File: config.mk
export PLATFORM = sky130hd
export DESIGN_NAME = fetch_ctrl_flat
export DESIGN_NICKNAME = d
export VERILOG_FILES = /design/src/rtl/fetch_ctrl_if.sv /design/src/rtl/fetch_ctrl.sv /design/src/flat_wrapper.sv
export SDC_FILE = /design/constraint.sdc
export NUM_CORES = 1
export LEC_CHECK = 0
export CORE_AREA = 2 2 116 118
export DETAILED_ROUTE_END_ITERATION = 7
export DIE_AREA = 0 0 118 120
export HOLD_SLACK_MARGIN = 0.06
export PLACE_DENSITY_LB_ADDON = 0.08
export SETUP_SLACK_MARGIN = 0.05
export SYNTH_ARGS = -nofsm -noshare
export SYNTH_HDL_FRONTEND = slang
export SYNTH_SLANG_ARGS = --single-unit
File: constraint.sdc
create_clock -name sys_clk -period 5.25 [get_ports sys_clk]
set_input_delay 1.3125 -clock sys_clk [delete_from_list [all_inputs] [get_ports sys_clk]]
set_output_delay 1.3125 -clock sys_clk [all_outputs]
set_load 0.02 [all_outputs]
File: src/rtl/fetch_ctrl_if.sv
// Instruction-fetch bus between fetch_ctrl and the instruction memory / fetch decoder.
// The memory side returns the decoded fields in the same cycle as imem_ack.
interface fetch_ctrl_if;
    logic        imem_req;
    logic        imem_ack;
    logic [63:0] val_P_reg;
    logic [3:0]  dec_code;
    logic [63:0] dec_val_P;
    logic [63:0] dec_val_C;
    logic        dec_inst_valid;

    modport master (
        output imem_req,
        output val_P_reg,
        input  imem_ack,
        input  dec_code,
        input  dec_val_P,
        input  dec_val_C,
        input  dec_inst_valid
    );

    modport slave (
        input  imem_req,
        input  val_P_reg,
        output imem_ack,
        output dec_code,
        output dec_val_P,
        output dec_val_C,
        output dec_inst_valid
    );
endinterface

File: src/rtl/fetch_ctrl.sv
// Fetch-stage controller: owns the PC, handshakes with instruction memory and
// issues accepted instructions to decode, with branch/return redirect handling.
//
// state    | meaning
// IDLE     | stopped, PC held, waits for valid
// FETCH    | requesting imem at PC; each accept issues one instruction
// WAIT_RET | return issued, target unknown; waits for redirect_en
// HALT     | halt instruction issued; sticky until valid drops
// ERR      | illegal instruction accepted; sticky until valid drops
module fetch_ctrl #(
    parameter logic [63:0] RESET_PC  = 64'h0,
    parameter int          CNT_WIDTH = 32
) (
    input  logic                 sys_clk,
    input  logic                 rst_n,
    input  logic                 valid,
    input  logic                 stall,
    input  logic                 redirect_en,
    input  logic [63:0]          redirect_pc,
    fetch_ctrl_if.master         imem,
    output logic                 f_valid,
    output logic [1:0]           stat,
    output logic [CNT_WIDTH-1:0] inst_cnt
);

    localparam logic [3:0] IHALT = 4'h0;
    localparam logic [3:0] IJXX  = 4'h7;
    localparam logic [3:0] ICALL = 4'h8;
    localparam logic [3:0] IRET  = 4'h9;

    localparam logic [1:0] STAT_AOK  = 2'd0;
    localparam logic [1:0] STAT_HLT  = 2'd1;
    localparam logic [1:0] STAT_INS  = 2'd2;
    localparam logic [1:0] STAT_IDLE = 2'd3;

    typedef enum logic [2:0] {
        IDLE     = 3'd0,
        FETCH    = 3'd1,
        WAIT_RET = 3'd2,
        HALT     = 3'd3,
        ERR      = 3'd4
    } state_t;

    state_t      state_q, state_d;
    logic [63:0] pc_q, pc_d;
    logic        issue;
    logic        req;
    logic        accept;

    assign req            = (state_q == FETCH) & ~stall & ~redirect_en;
    assign accept         = req & imem.imem_ack;
    assign imem.imem_req  = req;
    assign imem.val_P_reg = pc_q;

    always_ff @(posedge sys_clk or negedge rst_n) begin
        if (!rst_n) begin
            state_q  <= IDLE;
            pc_q     <= RESET_PC;
            f_valid  <= 1'b0;
            inst_cnt <= '0;
        end else begin
            state_q <= state_d;
            pc_q    <= pc_d;
            f_valid <= issue;
            if (issue) begin
                inst_cnt <= inst_cnt + CNT_WIDTH'(1);
            end
        end
    end

    always_comb begin
        state_d = state_q;
        pc_d    = pc_q;
        issue   = 1'b0;
        unique case (state_q)
            IDLE: begin
                if (valid) begin
                    state_d = FETCH;
                end
            end
            FETCH: begin
                if (redirect_en) begin
                    pc_d    = redirect_pc;
                    state_d = valid ? FETCH : IDLE;
                end else if (accept) begin
                    if (!imem.dec_inst_valid) begin
                        state_d = ERR;
                    end else begin
                        issue = 1'b1;
                        unique case (imem.dec_code)
                            IHALT: state_d = HALT;
                            IJXX, ICALL: begin
                                pc_d    = imem.dec_val_C;
                                state_d = valid ? FETCH : IDLE;
                            end
                            IRET: begin
                                pc_d    = imem.dec_val_P;
                                state_d = WAIT_RET;
                            end
                            default: begin
                                pc_d    = imem.dec_val_P;
                                state_d = valid ? FETCH : IDLE;
                            end
                        endcase
                    end
                end else if (!stall && !valid) begin
                    // a stalled fetch keeps its state even when asked to stop
                    state_d = IDLE;
                end
            end
            WAIT_RET: begin
                if (redirect_en) begin
                    pc_d    = redirect_pc;
                    state_d = valid ? FETCH : IDLE;
                end
            end
            HALT, ERR: begin
                if (!valid) begin
                    state_d = IDLE;
                end
            end
            default: state_d = IDLE;
        endcase
    end

    always_comb begin
        stat = STAT_IDLE;
        unique case (state_q)
            FETCH, WAIT_RET: stat = STAT_AOK;
            HALT:            stat = STAT_HLT;
            ERR:             stat = STAT_INS;
            default:         stat = STAT_IDLE;
        endcase
    end

endmodule

File: src/flat_wrapper.sv
// flat-port wrapper written by rule: the top's interface ports become plain ports
module fetch_ctrl_flat 
#(
    parameter logic [63:0] RESET_PC  = 64'h0,
    parameter int          CNT_WIDTH = 32
)
  (sys_clk, rst_n, valid, stall, redirect_en, redirect_pc, f_valid, stat, inst_cnt, imem_imem_req, imem_val_P_reg, imem_imem_ack, imem_dec_code, imem_dec_val_P, imem_dec_val_C, imem_dec_inst_valid);
  fetch_ctrl_if imem_i ();
  input  logic sys_clk;
  input  logic rst_n;
  input  logic valid;
  input  logic stall;
  input  logic redirect_en;
  input  logic [63:0] redirect_pc;
  output logic f_valid;
  output logic [1:0] stat;
  output logic [CNT_WIDTH-1:0] inst_cnt;
  output wire logic [$bits(imem_i.imem_req)-1:0] imem_imem_req;
  output wire logic [$bits(imem_i.val_P_reg)-1:0] imem_val_P_reg;
  input wire logic [$bits(imem_i.imem_ack)-1:0] imem_imem_ack;
  input wire logic [$bits(imem_i.dec_code)-1:0] imem_dec_code;
  input wire logic [$bits(imem_i.dec_val_P)-1:0] imem_dec_val_P;
  input wire logic [$bits(imem_i.dec_val_C)-1:0] imem_dec_val_C;
  input wire logic [$bits(imem_i.dec_inst_valid)-1:0] imem_dec_inst_valid;
  assign imem_imem_req = imem_i.imem_req;
  assign imem_val_P_reg = imem_i.val_P_reg;
  assign imem_i.imem_ack = imem_imem_ack;
  assign imem_i.dec_code = imem_dec_code;
  assign imem_i.dec_val_P = imem_dec_val_P;
  assign imem_i.dec_val_C = imem_dec_val_C;
  assign imem_i.dec_inst_valid = imem_dec_inst_valid;
  fetch_ctrl #(.RESET_PC(RESET_PC), .CNT_WIDTH(CNT_WIDTH)) u_core (.sys_clk(sys_clk), .rst_n(rst_n), .valid(valid), .stall(stall), .redirect_en(redirect_en), .redirect_pc(redirect_pc), .imem(imem_i), .f_valid(f_valid), .stat(stat), .inst_cnt(inst_cnt));
endmodule
==> metrics.txt, run 1 <==
slowest stage delay, CP=630 ps; pwr dens=326 nW/um^2; clk sinks=100; number of flip-flops in the largest register=64; routed via count=5,580; ys flop type=dfrtp_1; ant diodes=0; post-CTS resize count=0; vias in the first global route=approximately 5,500; critical path endpoint=imem_imem_req; # Post-CTS Setup Buffers=0; mapped cell area=5320 um^2; placed instance area=8500 um^2; clock skew=8.38 ps; Clock Tree Buf Depth=2; clk root buf=clkbuf_16; maximum clock rate=219 MHz; Yosys cell types=40; die height=120 um; status=completed; DRC Markers=0; Avg WL per Cell=17.0 um; Die Area=14,200 um^2; Tot Pwr=slightly below 3 mW; Post-DRT Antenna Nets=0; Initial Utilization=41.0%; Pre-antenna DRT Iters=5; Worst Path Class, Setup=primary input to output pin; Final nets=between 1,000 and 1,500; Synth area leader=dfrtp_1; global-route usage over all layers=24.9%; final instance area=8850 um^2; depth of the most critical reg-to-reg path=5; # hold bufs at CTS=0; r2r endpoint=u_core.inst_cnt[31]$_DFFE_PN0P_; count of flip-flops with a built-in enable after synthesis=0; CP Data Arrival Time=approximately 3200 ps; Async S/R FF share, synth=100%; Final Max Tran Viols=0; Routed WL=17.9 mm; Die X=118 um; htree depth=3; Hold Crit Class=register to register; most used cell, CP=clkdlybuf4s50_1; Final Cycle Share=86.8%; multi-input logic area=between 2000 and 3000 um^2; TritonCTS clock tree=yes; first-pass GRT wire length=between 20 and 30 mm; max_cap viols=0; clk slew on worst S/H paths=70 ps; Post-Syn Nets=804; Final Hold Violating Endpoints=0; ranking of synthesized cells by area=dfrtp_1 47%, a311oi_1 11%, nand2_1 10%, a21o_1 9.2%, nor2_1 5.2%; share of the synthesized area in the top cell type=a little under half; floorplan row count=42; Worst Max-Slew Pin Slew=about 950 ps; CTS buffer count=9; initial antenna violation count=0; RSZ-0062 raised after global routing=false; register area share after synthesis=47.0%; critical path's slowest cell=or4b_1; Placeable Area=13,000 um^2; FF-to-FF setup slack=2520 ps; Synth Register Bits=100; Cells after Synth=600; Skew-Pair Late Insertion Delay=350 ps; Fin Setup TNS=0 ps; Fillers=1,046; leakage=4.01 nW; max_slew headroom=between 30% and 40%; dpl hpwl=13.7 mm; routed vias/inst=5.29; Iter 0 DRT Violations=247; GP Congestion=0.897; share of post-route cells with drive strength above 1=3.64%; Critical Path Fanout Max=5; start point of the critical path=redirect_en; crit path capture type=output pin; Area Overhead vs Synth=66.3%; WP data required=3940 ps; Final Setup Violations=0; Critical Path Start Type=primary input; number of synthesis warnings=0; pin count of the biggest net entering global routing=between 70 and 80; Reg area=around 2500 um^2; Avg Cell Area, Syn=8.87 um^2; fin crit period=4560 ps; Critical R2R Launch=u_core.state_q[1]$_DFFE_PN0P_; cells along the critical path=clkdlybuf4s50_1 > or4b_1 > nor2_1 > clkdlybuf4s50_1; port bufs=302; VDD IR-drop max=0.174 mV; IO Count=303; GRT overflow=0
critical path: cells and delay by family:
family	cells	cell delay, ps
simple gates	2	810
buf+inv	2	1130
power breakdown:
part           total, mW  internal [mW]  switching (mW)
combinational       1.08          0.558           0.518
sequential          1.03          0.931           0.101
clock              0.774          0.491           0.283
logic make-up after synthesis:
kind of cell / Yosys count / synth area share (%)
AO/OA/AOI/OAI: 143 / 21.4
adder cells (fa/ha/maj): 1 / 0.235
flip-flops: 100 / 47.0
XOR/XNOR: 33 / 5.43
multiplexers: 1 / 0.212
buffers and inverters: 52 / 3.85
AND/OR/NAND/NOR: 270 / 21.9
synthesized netlist by cell type, types with 3 or more instances:
library cell  instances
nand2_1             147
dfrtp_1             100
nor2_1               74
a21o_1               65
a311oi_1             64
clkbuf_1             44
xnor2_1              21
xor2_1               12
nand3_1              10
and3_1                7
nand4_1               7
inv_1                 5
nor3_1                5
nand3b_1              3
nor2b_1               3
nor4_1                3
o21ai_0               3
metrics by stage:
stage	utilization (%)	hold WS, ps	setup slack, ps	cells
after CTS	68.2	478	685	1054
after detailed placement	65.5	462	688	1038
final	68.2	476	694	1054
after global routing	68.2	491	597	1054
after floorplan	-	578	1700	600
after global placement	65.5	458	677	1038
layout by cell type (no fill, tap or decap), types with 2 or more instances in the layout:
| cell type | n |
|---|---|
| nand2b_1 | 2 |
| clkbuf_8 | 2 |
| nand3b_1 | 3 |
| bufinv_16 | 3 |
| nand3_1 | 10 |
| clkdlybuf4s50_1 | 301 |
| nor3_1 | 5 |
| nor2_1 | 73 |
| nand2_1 | 147 |
| nand4_1 | 7 |
| nor4_1 | 3 |
| dfrtp_1 | 100 |
| xor2_1 | 12 |
| xnor2_1 | 21 |
| o21ai_0 | 3 |
| inv_1 | 5 |
| a311oi_1 | 64 |
| and3_1 | 7 |
| nor2b_1 | 3 |
| clkbuf_16 | 9 |
| a21o_1 | 65 |
| buf_4 | 5 |
| o22ai_1 | 2 |
| buf_12 | 3 |
how the worst min path moves through the flow:
stage | start | endpoint | slack, ps | cells after the start
global placement | u_core.imem.val_P_reg[4]$_DFFE_PN0P_ | u_core.imem.val_P_reg[4]$_DFFE_PN0P_ | 460 | 1
global route | u_core.inst_cnt[31]$_DFFE_PN0P_ | u_core.inst_cnt[31]$_DFFE_PN0P_ | 490 | 1
detailed placement | u_core.inst_cnt[31]$_DFFE_PN0P_ | u_core.inst_cnt[31]$_DFFE_PN0P_ | 460 | 1
floorplan | u_core.inst_cnt[31]$_DFFE_PN0P_ | u_core.inst_cnt[31]$_DFFE_PN0P_ | 580 | 1
CTS | u_core.inst_cnt[31]$_DFFE_PN0P_ | u_core.inst_cnt[31]$_DFFE_PN0P_ | 480 | 1
finish | u_core.imem.val_P_reg[24]$_DFFE_PN0P_ | u_core.imem.val_P_reg[24]$_DFFE_PN0P_ | 480 | 1
metal layers:
layer	wire length, um	GRT usage, %
met4	491	9.79
met3	1200	5.89
met5	0	0
met2	9440	46.1
met1	6820	27.4
final cells by class:
type	instances	share of cell area, %
repair buffers	309	35.1
multi-input cells	448	29.9
clock inverters	4	1.07
flip-flops and latches	100	28.3
clock buffers	12	2.90
inverters	5	0.212
well taps	176	2.49
(Power assumes the default switching activity.)
==> inputs of run 2 (changes only) <==
--- a/config.mk
+++ b/config.mk
@@ -5,6 +5,7 @@
 export SDC_FILE = /design/constraint.sdc
 export NUM_CORES = 1
 export LEC_CHECK = 0
+export CAP_MARGIN = 20
 export CORE_AREA = 2 2 116 118
 export DETAILED_ROUTE_END_ITERATION = 7
 export DIE_AREA = 0 0 118 120
==> results of run 2 <==
Final layout, timing and power as in run 1 (identical DEF).
==> inputs of run 3 (changes only) <==
--- a/config.mk
+++ b/config.mk
@@ -12,6 +12,7 @@
 export HOLD_SLACK_MARGIN = 0.06
 export PLACE_DENSITY_LB_ADDON = 0.08
 export SETUP_SLACK_MARGIN = 0.05
+export SKIP_LAST_GASP = 1
 export SYNTH_ARGS = -nofsm -noshare
 export SYNTH_HDL_FRONTEND = slang
 export SYNTH_SLANG_ARGS = --single-unit
==> results of run 3 <==
Final layout, timing and power as in run 1 (identical DEF).
